===== src/rtl/count_scheduler.sv =====
// Two-requester round-robin run scheduler: a granted requester's count is loaded
// from its start value and stepped up to TERMINAL, then a one-cycle done pulse is issued.
module count_scheduler #(
    parameter logic [3:0] TERMINAL = 4'b1111
) (
    input  logic       clk,
    input  logic       reset,
    input  logic [1:0] req,
    input  logic [3:0] start_val0,
    input  logic [3:0] start_val1,
    output logic [1:0] gnt,
    output logic [1:0] done,
    output logic       busy,
    output logic [3:0] count
);

    typedef enum logic [1:0] {
        IDLE  = 2'b00,
        LOAD  = 2'b01,
        COUNT = 2'b10,
        DONE  = 2'b11
    } state_t;

    state_t     state_r;
    state_t     state_nxt_s;
    logic       ptr_r;
    logic       ptr_nxt_s;
    logic [1:0] gnt_r;
    logic [1:0] gnt_nxt_s;
    logic [1:0] done_r;
    logic [1:0] done_nxt_s;
    logic       busy_r;
    logic       busy_nxt_s;
    logic [3:0] count_r;
    logic [3:0] count_nxt_s;

    logic       sel_s;
    logic       gidx_s;
    logic       req_g_s;
    logic [3:0] start_g_s;
    logic [3:0] count_inc_s;

    // A lone requester wins outright; contention is settled by the pointer.
    function automatic logic pick_requester(input logic [1:0] r, input logic p);
        logic w;
        case (r)
            2'b01:   w = 1'b0;
            2'b10:   w = 1'b1;
            2'b11:   w = p;
            default: w = p;
        endcase
        return w;
    endfunction

    assign sel_s       = pick_requester(req, ptr_r);
    assign gidx_s      = gnt_r[1];
    assign req_g_s     = |(req & gnt_r);
    assign start_g_s   = gidx_s ? start_val1 : start_val0;
    assign count_inc_s = count_r + 4'd1;

    // Next-state, grant, pointer and count decode.
    always_comb begin
        state_nxt_s = state_r;
        gnt_nxt_s   = gnt_r;
        count_nxt_s = count_r;
        ptr_nxt_s   = ptr_r;
        done_nxt_s  = 2'b00;
        case (state_r)
            IDLE: begin
                if (req != 2'b00) begin
                    gnt_nxt_s   = sel_s ? 2'b10 : 2'b01;
                    state_nxt_s = LOAD;
                end else begin
                    gnt_nxt_s   = 2'b00;
                end
            end
            LOAD: begin
                if (!req_g_s) begin
                    state_nxt_s = IDLE;
                    gnt_nxt_s   = 2'b00;
                    ptr_nxt_s   = ~gidx_s;
                end else if (start_g_s >= TERMINAL) begin
                    // Clamp so an oversized start value can never push count past TERMINAL.
                    count_nxt_s = TERMINAL;
                    state_nxt_s = DONE;
                    done_nxt_s  = gnt_r;
                end else begin
                    count_nxt_s = start_g_s;
                    state_nxt_s = COUNT;
                end
            end
            COUNT: begin
                if (!req_g_s) begin
                    state_nxt_s = IDLE;
                    gnt_nxt_s   = 2'b00;
                    ptr_nxt_s   = ~gidx_s;
                end else if (count_r >= TERMINAL) begin
                    state_nxt_s = DONE;
                    done_nxt_s  = gnt_r;
                end else if (count_inc_s == TERMINAL) begin
                    count_nxt_s = count_inc_s;
                    state_nxt_s = DONE;
                    done_nxt_s  = gnt_r;
                end else begin
                    count_nxt_s = count_inc_s;
                end
            end
            DONE: begin
                state_nxt_s = IDLE;
                gnt_nxt_s   = 2'b00;
                ptr_nxt_s   = ~gidx_s;
            end
            default: begin
                state_nxt_s = IDLE;
                gnt_nxt_s   = 2'b00;
            end
        endcase
        busy_nxt_s = (state_nxt_s != IDLE);
    end

    // State and registered outputs; reset acts without waiting for clk.
    always_ff @(posedge clk or posedge reset) begin
        if (reset) begin
            state_r <= IDLE;
            ptr_r   <= 1'b0;
            gnt_r   <= 2'b00;
            done_r  <= 2'b00;
            busy_r  <= 1'b0;
            count_r <= 4'b0000;
        end else begin
            state_r <= state_nxt_s;
            ptr_r   <= ptr_nxt_s;
            gnt_r   <= gnt_nxt_s;
            done_r  <= done_nxt_s;
            busy_r  <= busy_nxt_s;
            count_r <= count_nxt_s;
        end
    end

    assign gnt   = gnt_r;
    assign done  = done_r;
    assign busy  = busy_r;
    assign count = count_r;

endmodule


===== config.mk =====
export PLATFORM = sky130hd
export DESIGN_NAME = count_scheduler
export DESIGN_NICKNAME = d
export VERILOG_FILES = /design/src/rtl/count_scheduler.sv
export SDC_FILE = /design/constraint.sdc
export NUM_CORES = 1
export LEC_CHECK = 0
export BUFFER_PORTS_ARGS = -buffer_cell sky130_fd_sc_hd__buf_4
export CAP_MARGIN = 20
export CORE_UTILIZATION = 35
export DETAILED_ROUTE_END_ITERATION = 8
export GPL_ROUTABILITY_DRIVEN = 1
export PLACE_DENSITY = 0.57
export SLEW_MARGIN = 10
export SYNTH_ARGS = -nofsm -noshare
export SYNTH_HDL_FRONTEND = slang
export SYNTH_SLANG_ARGS = --single-unit

===== constraint.sdc =====
create_clock -name clk -period 2.1 [get_ports clk]
set_input_delay 0.42 -clock clk [delete_from_list [all_inputs] [get_ports clk]]
set_output_delay 0.42 -clock clk [all_outputs]
set_load 0.05 [all_outputs]

-- Word-level counts from Yosys, hierarchy flattened
Cells that the tools add are included.
- register bits: 12
- logic and storage cells: 56
- add/sub/neg operators: 1
- magnitude comparators: 2
- eq/ne operators: 10
- muxes and demuxes: 26
- bitwise gates (word level): 2
- reductions and logical operators: 9
- operators by type and width (cell ; count):
    $mux W2 ; 13
    $mux W4 ; 5
    $ge A4 B4 Y1 const B ; 2
    $ne A2 B2 Y1 const B ; 4
    $pmux W2 S4 ; 1
    $pmux W4 S2 ; 1
    $reduce_bool A2 Y1 ; 4
    $eq A2 B2 Y1 const B ; 3
    $pmux W2 S3 ; 1
    $add A4 B1 Y4 const B ; 1
    $eq A2 B1 Y1 const B ; 2
    $eq A4 B4 Y1 const B ; 1
    $pmux W1 S2 ; 2
    $pmux W2 S2 ; 1
    $reduce_and A4 Y1 ; 1
    $reduce_or A2 Y1 ; 2
    $and A2 B2 Y2 ; 1
    $logic_not A2 Y1 ; 1
    $mux W1 ; 2
    $reduce_and A2 Y1 ; 1
    $not A1 Y1 ; 1

-- Logic depth before layout (Yosys ltp)
- depth in word-level cells: 7
- gate-level depth with buffers: 7

-- Worst setup path before layout
OpenSTA, ideal clock, no wires.
- path type: register to register
- start point: register count_r[0], in the netlist count[0]
- end point: register busy_r, in the netlist busy
- library setup time: 132 ps
- arrival: 1859 ps
- setup slack: 108 ps
- stages on the path, launching flop included: 8
- clock period less this slack: 1992 ps
- cells stage by stage: dfrtp_1 > inv_1 > ha_1 > o21a_1 > a31oi_1 > o21ai_2 > nor4_1 > o31ai_2
- cells in the longest elaborated chain, start to end: 7
- RTL lines (what ; line ; RTL):
    start: declaration ; 34 ; logic [3:0] count_r;
    start signal: assignment ; 136 ; count_r <= count_nxt_s;
    $add A4 B1 Y4 ; 59 ; assign count_inc_s = count_r + 4'd1;
    $eq A4 B4 Y1 ; 100 ; end else if (count_inc_s == TERMINAL) begin
    $mux W2 ; 100 ;
    $mux W2 * ; 97 ; end else if (count_r >= TERMINAL) begin
    $mux W2 * ; 93 ; if (!req_g_s) begin
    $pmux W2 S4 * ; 68 ; case (state_r)
    $reduce_bool A2 Y1 * ; 118 ; busy_nxt_s = (state_nxt_s != IDLE);
    named net busy_nxt_s ; 33 ; logic busy_nxt_s;
    end signal: assignment ; 135 ; busy_r <= busy_nxt_s;
    end: declaration ; 32 ; logic busy_r;
The timed path passes the listed nets; every way through them passes the cells marked *.
A chain may end at the register's enable or synchronous reset.

-- Final worst setup path
Same ends and word-level chain as after synthesis.

==> impl_results.rst <==
.. list-table::
   :header-rows: 1

   * - Metric
     - Value
   * - Effective utilization at floorplan
     - 37.3%
   * - Via count of the first global-routing pass
     - between 600 and 700
   * - Top-area cell type share of the netlist area
     - ~36%
   * - Total count of hold-check failures in the final report
     - 0
   * - Maximum number of pins on one net before global-route repair
     - 13
   * - Via-per-instance ratio
     - 5.19
   * - Switch Pwr
     - around 700 uW
   * - Share of the core filled with cells
     - a little under half
   * - Class of the worst hold path
     - input pin to async pin
   * - Sequential fraction of the synthesis area
     - 36.0%
   * - Crit. End Element
     - flop
   * - Cell-internal power
     - 742 uW
   * - Delay contributed by the slowest stage of the critical path
     - ~0.43 ns
   * - Detailed-route wire length per cell
     - roughly 12 um
   * - Warnings, synthesis
     - 0
   * - Endpoints failing setup
     - 0
   * - RSZ-0062 raised after global routing
     - no
   * - Portion of total power attributed to combinational logic
     - around 58%
   * - Detailed placement HPWL
     - ~1400 um
   * - TritonCTS clock tree
     - done
   * - ANT cells
     - 0
   * - Clock share of power
     - roughly 13%
   * - Clock sink count
     - 12
   * - Clock transition at the registers of the reported paths
     - 0.08 ns
   * - Die Y
     - about 51 um
   * - Run status
     - finished clean
   * - Final worst path period need
     - 1.81 ns
   * - Residual antenna-violating net count after detailed routing
     - 0
   * - I/O Pins
     - 21
   * - Startpoint of the worst setup timing path
     - count[0]
   * - Slew of the pin with the lowest slew margin
     - between 0.4 and 0.5 ns
   * - Share of post-route cells with drive strength above 1
     - between 30% and 40%
   * - Share of the cycle needed by the critical path after routing
     - 86.2%
   * - GRT Total Usage
     - between 10% and 20%
   * - Placeable core region
     - 0.00223 mm2
   * - Worst path cell trace
     - inv_1 > ha_1 > o21a_1 > a31oi_1 > o21ai_2 > nor4_1 > o31ai_2
   * - Number of levels in the clock H-tree
     - 1
   * - Slowest cell on crit path
     - dfrtp_1
   * - Total leakage power
     - 0.518 nW
   * - Worst Hold Slack
     - 0.152 ns
   * - Overflow after GRT
     - 0
   * - Switching power as a share of total power
     - 48.9%
   * - Die Outline Area
     - ~0.0026 mm2
   * - Resized cells post-CTS
     - 0
   * - Total number of vias
     - a little over 700
   * - Largest area contributor in the netlist
     - dfrtp_1
   * - Nets
     - 132
   * - Ranking of synthesized cells by area
     - dfrtp_1 (36%), ha_1 (12%), mux2i_1 (4.8%)
   * - Syn Area/Cell
     - a little under 10 um2
   * - Worst voltage drop across the vdd grid
     - 0.000550 V
   * - Area growth from synthesis to layout
     - 27.8%
   * - Clock Skews
     - around 0.0052 ns
   * - Global-route wire length before repair
     - ~2900 um
   * - Synthesized netlist net count
     - ~110
   * - Post-CTS Repair Setup Buffers
     - 0
   * - Number of input and output port buffers inserted
     - 20
   * - Total negative slack for setup checks
     - 0 ns
   * - Clock Tree Buf Depth
     - 2
   * - WL final
     - 1720 um
   * - Placed Cells incl. Taps
     - 135
   * - Buffering stage count on the worst path with inverters included
     - 1
   * - Routability Congestion
     - around 0.8
   * - Number of flip-flops and latches in the synthesized netlist
     - 12
   * - Relative max-transition margin
     - between 60% and 70%
   * - Cell at the root of the clock tree
     - clkbuf_4
   * - Number of max-slew violations in the final report
     - 0
   * - Register-to-register setup slack
     - ~0.29 ns
   * - Data arrival, critical path
     - ~2 ns
   * - Count of TritonRoute iterations in the first routing pass
     - 4
   * - Crit-path leading delay family
     - compound AO/OA/AOI/OAI gates
   * - Beginning of the worst register-to-register path
     - count[0]
   * - Pwr Total
     - roughly 1.5 mW
   * - Insertion delay of the later-clocked pin in the worst-skew pair
     - ~0.28 ns
   * - Maximum fanout count along the critical path
     - 5
   * - Crit path required time
     - between 2 and 2.5 ns
   * - Number of library cell types mapped by synthesis
     - 36
   * - Cell area after synthesis
     - roughly 830 um2
   * - Hold buffers post-CTS
     - 0
   * - Starting DRT DRC Count
     - 15
   * - Sort of element at the start of the critical path
     - flop
   * - Clock buffer count from CTS
     - 3
   * - Antenna violations before repair
     - 0
   * - Chip width
     - around 50 um
   * - Number of maximum-capacitance constraint violations
     - 0
   * - Drt drc
     - 0
   * - Upper clock frequency limit
     - ~0.55 GHz
   * - Sequential cell fraction of total power
     - between 20% and 30%
   * - Post-route non-filler standard cell count
     - approximately 140
   * - Path type of the worst setup path
     - flop to flop
   * - Count of standard-cell rows
     - 17
   * - Count of mapped cells out of synthesis
     - 86
   * - Power per unit of standard cell area
     - 1360 mW/mm2
power by group through the flow:
stage                     registers, mW  clock network [mW]  logic (mW)
after floorplan                   0.622                   0       0.419
after global routing              0.437               0.208       0.918
after global placement            0.425                   0       0.848
final                             0.422               0.188       0.842
after CTS                         0.422               0.196       0.849
after detailed placement          0.427                   0       0.845
area by class of cell:
cell class,count,area (um2)
inverters,9,33.8
multi-input cells,63,487
fillers,216,1170
flip-flops and latches,12,300
well taps,28,35.0
clock buffers,4,36.3
repair buffers,23,173
worst paths after layout:
kind / endpoint / depth (start not counted)
worst max-delay path: busy / 7
worst min-delay path: state_r[1] / 2
worst max register to register: busy / 7
worst min register to register: ptr_r / 2
max in group asynchronous: ptr_r / 2
min in group clk: ptr_r / 2
worst register-to-register path, stage by stage (launching register included):
cell	delay, ns
dfrtp_1	0.43
inv_1	0.10
ha_1	0.23
o21a_1	0.17
a31oi_1	0.21
o21ai_2	0.08
nor4_1	0.37
o31ai_2	0.11
cell usage in the layout (no fill, tap or decap), drive strengths merged, types with 2 or more instances in the layout:
master and n:
buf 23, dfrtp 12, inv 9, ha 8, a21oi 6, nand2 5, mux2i 4, nor2 4
nand3 4, clkbuf 4, o21ai 2, mux2 2, a31oi 2, nand4 2, nor2b 2, and3b 2
a211oi 2, o31ai 2
layer usage:
layer | global-route usage (%) | wire length, um | up-vias
met5 | 0 | 0 | -
met4 | 5.56 | 23 | 0
met3 | 4.85 | 81 | 4
met2 | 22.9 | 712 | 19
met1 | 20.7 | 899 | 332
li1 | - | - | 366
registers in the layout (all words and copies together) (netlist names):
register / cells
done: 2
state_r: 2
ptr_r: 1
count: 4
gnt: 2
busy: 1
Yosys cell counts:
| cell type | instances |
|---|---|
| dfrtp_1 | 12 |
| inv_1 | 9 |
| ha_1 | 8 |
| a21oi_1 | 6 |
| nand2_1 | 5 |
| mux2i_1 | 4 |
| nor2_1 | 4 |
| nand3_1 | 3 |
| a211oi_1 | 2 |
| a31oi_1 | 2 |
| and3b_1 | 2 |
| mux2_2 | 2 |
| nand4_1 | 2 |
| nor2b_1 | 2 |
| o21ai_2 | 2 |
| a22o_2 | 1 |
| a22oi_1 | 1 |
| a2bb2oi_1 | 1 |
| a41oi_1 | 1 |
| and2_1 | 1 |
| buf_2 | 1 |
| buf_4 | 1 |
| nand2b_1 | 1 |
| nand3_2 | 1 |
| nand4b_1 | 1 |
| nor3_1 | 1 |
| nor3b_1 | 1 |
| nor4_1 | 1 |
| o2111ai_1 | 1 |
| o211ai_1 | 1 |
| o21a_1 | 1 |
| o31ai_1 | 1 |
| o31ai_2 | 1 |
| or3_1 | 1 |
| or4b_4 | 1 |
| xnor2_1 | 1 |
stage by stage:
stage	worst slack [ns]	area, um2
4_1_cts	0.282	1060
3_5_place_dp	0.292	1030
6_report	0.291	1060
3_3_place_gp	0.350	1030
2_1_floorplan	0.108	833
5_1_grt	0.106	1060
cells by family after synthesis:
group,after synthesis,synth area share (%)
buf+inv,11,5.56
xor+xnor,1,1.05
fa+ha+maj,8,12.0
compound gates,21,18.5
mux,6,7.51
simple gates,27,19.4
flops,12,36.0
Power figures use the tool's default switching activity.
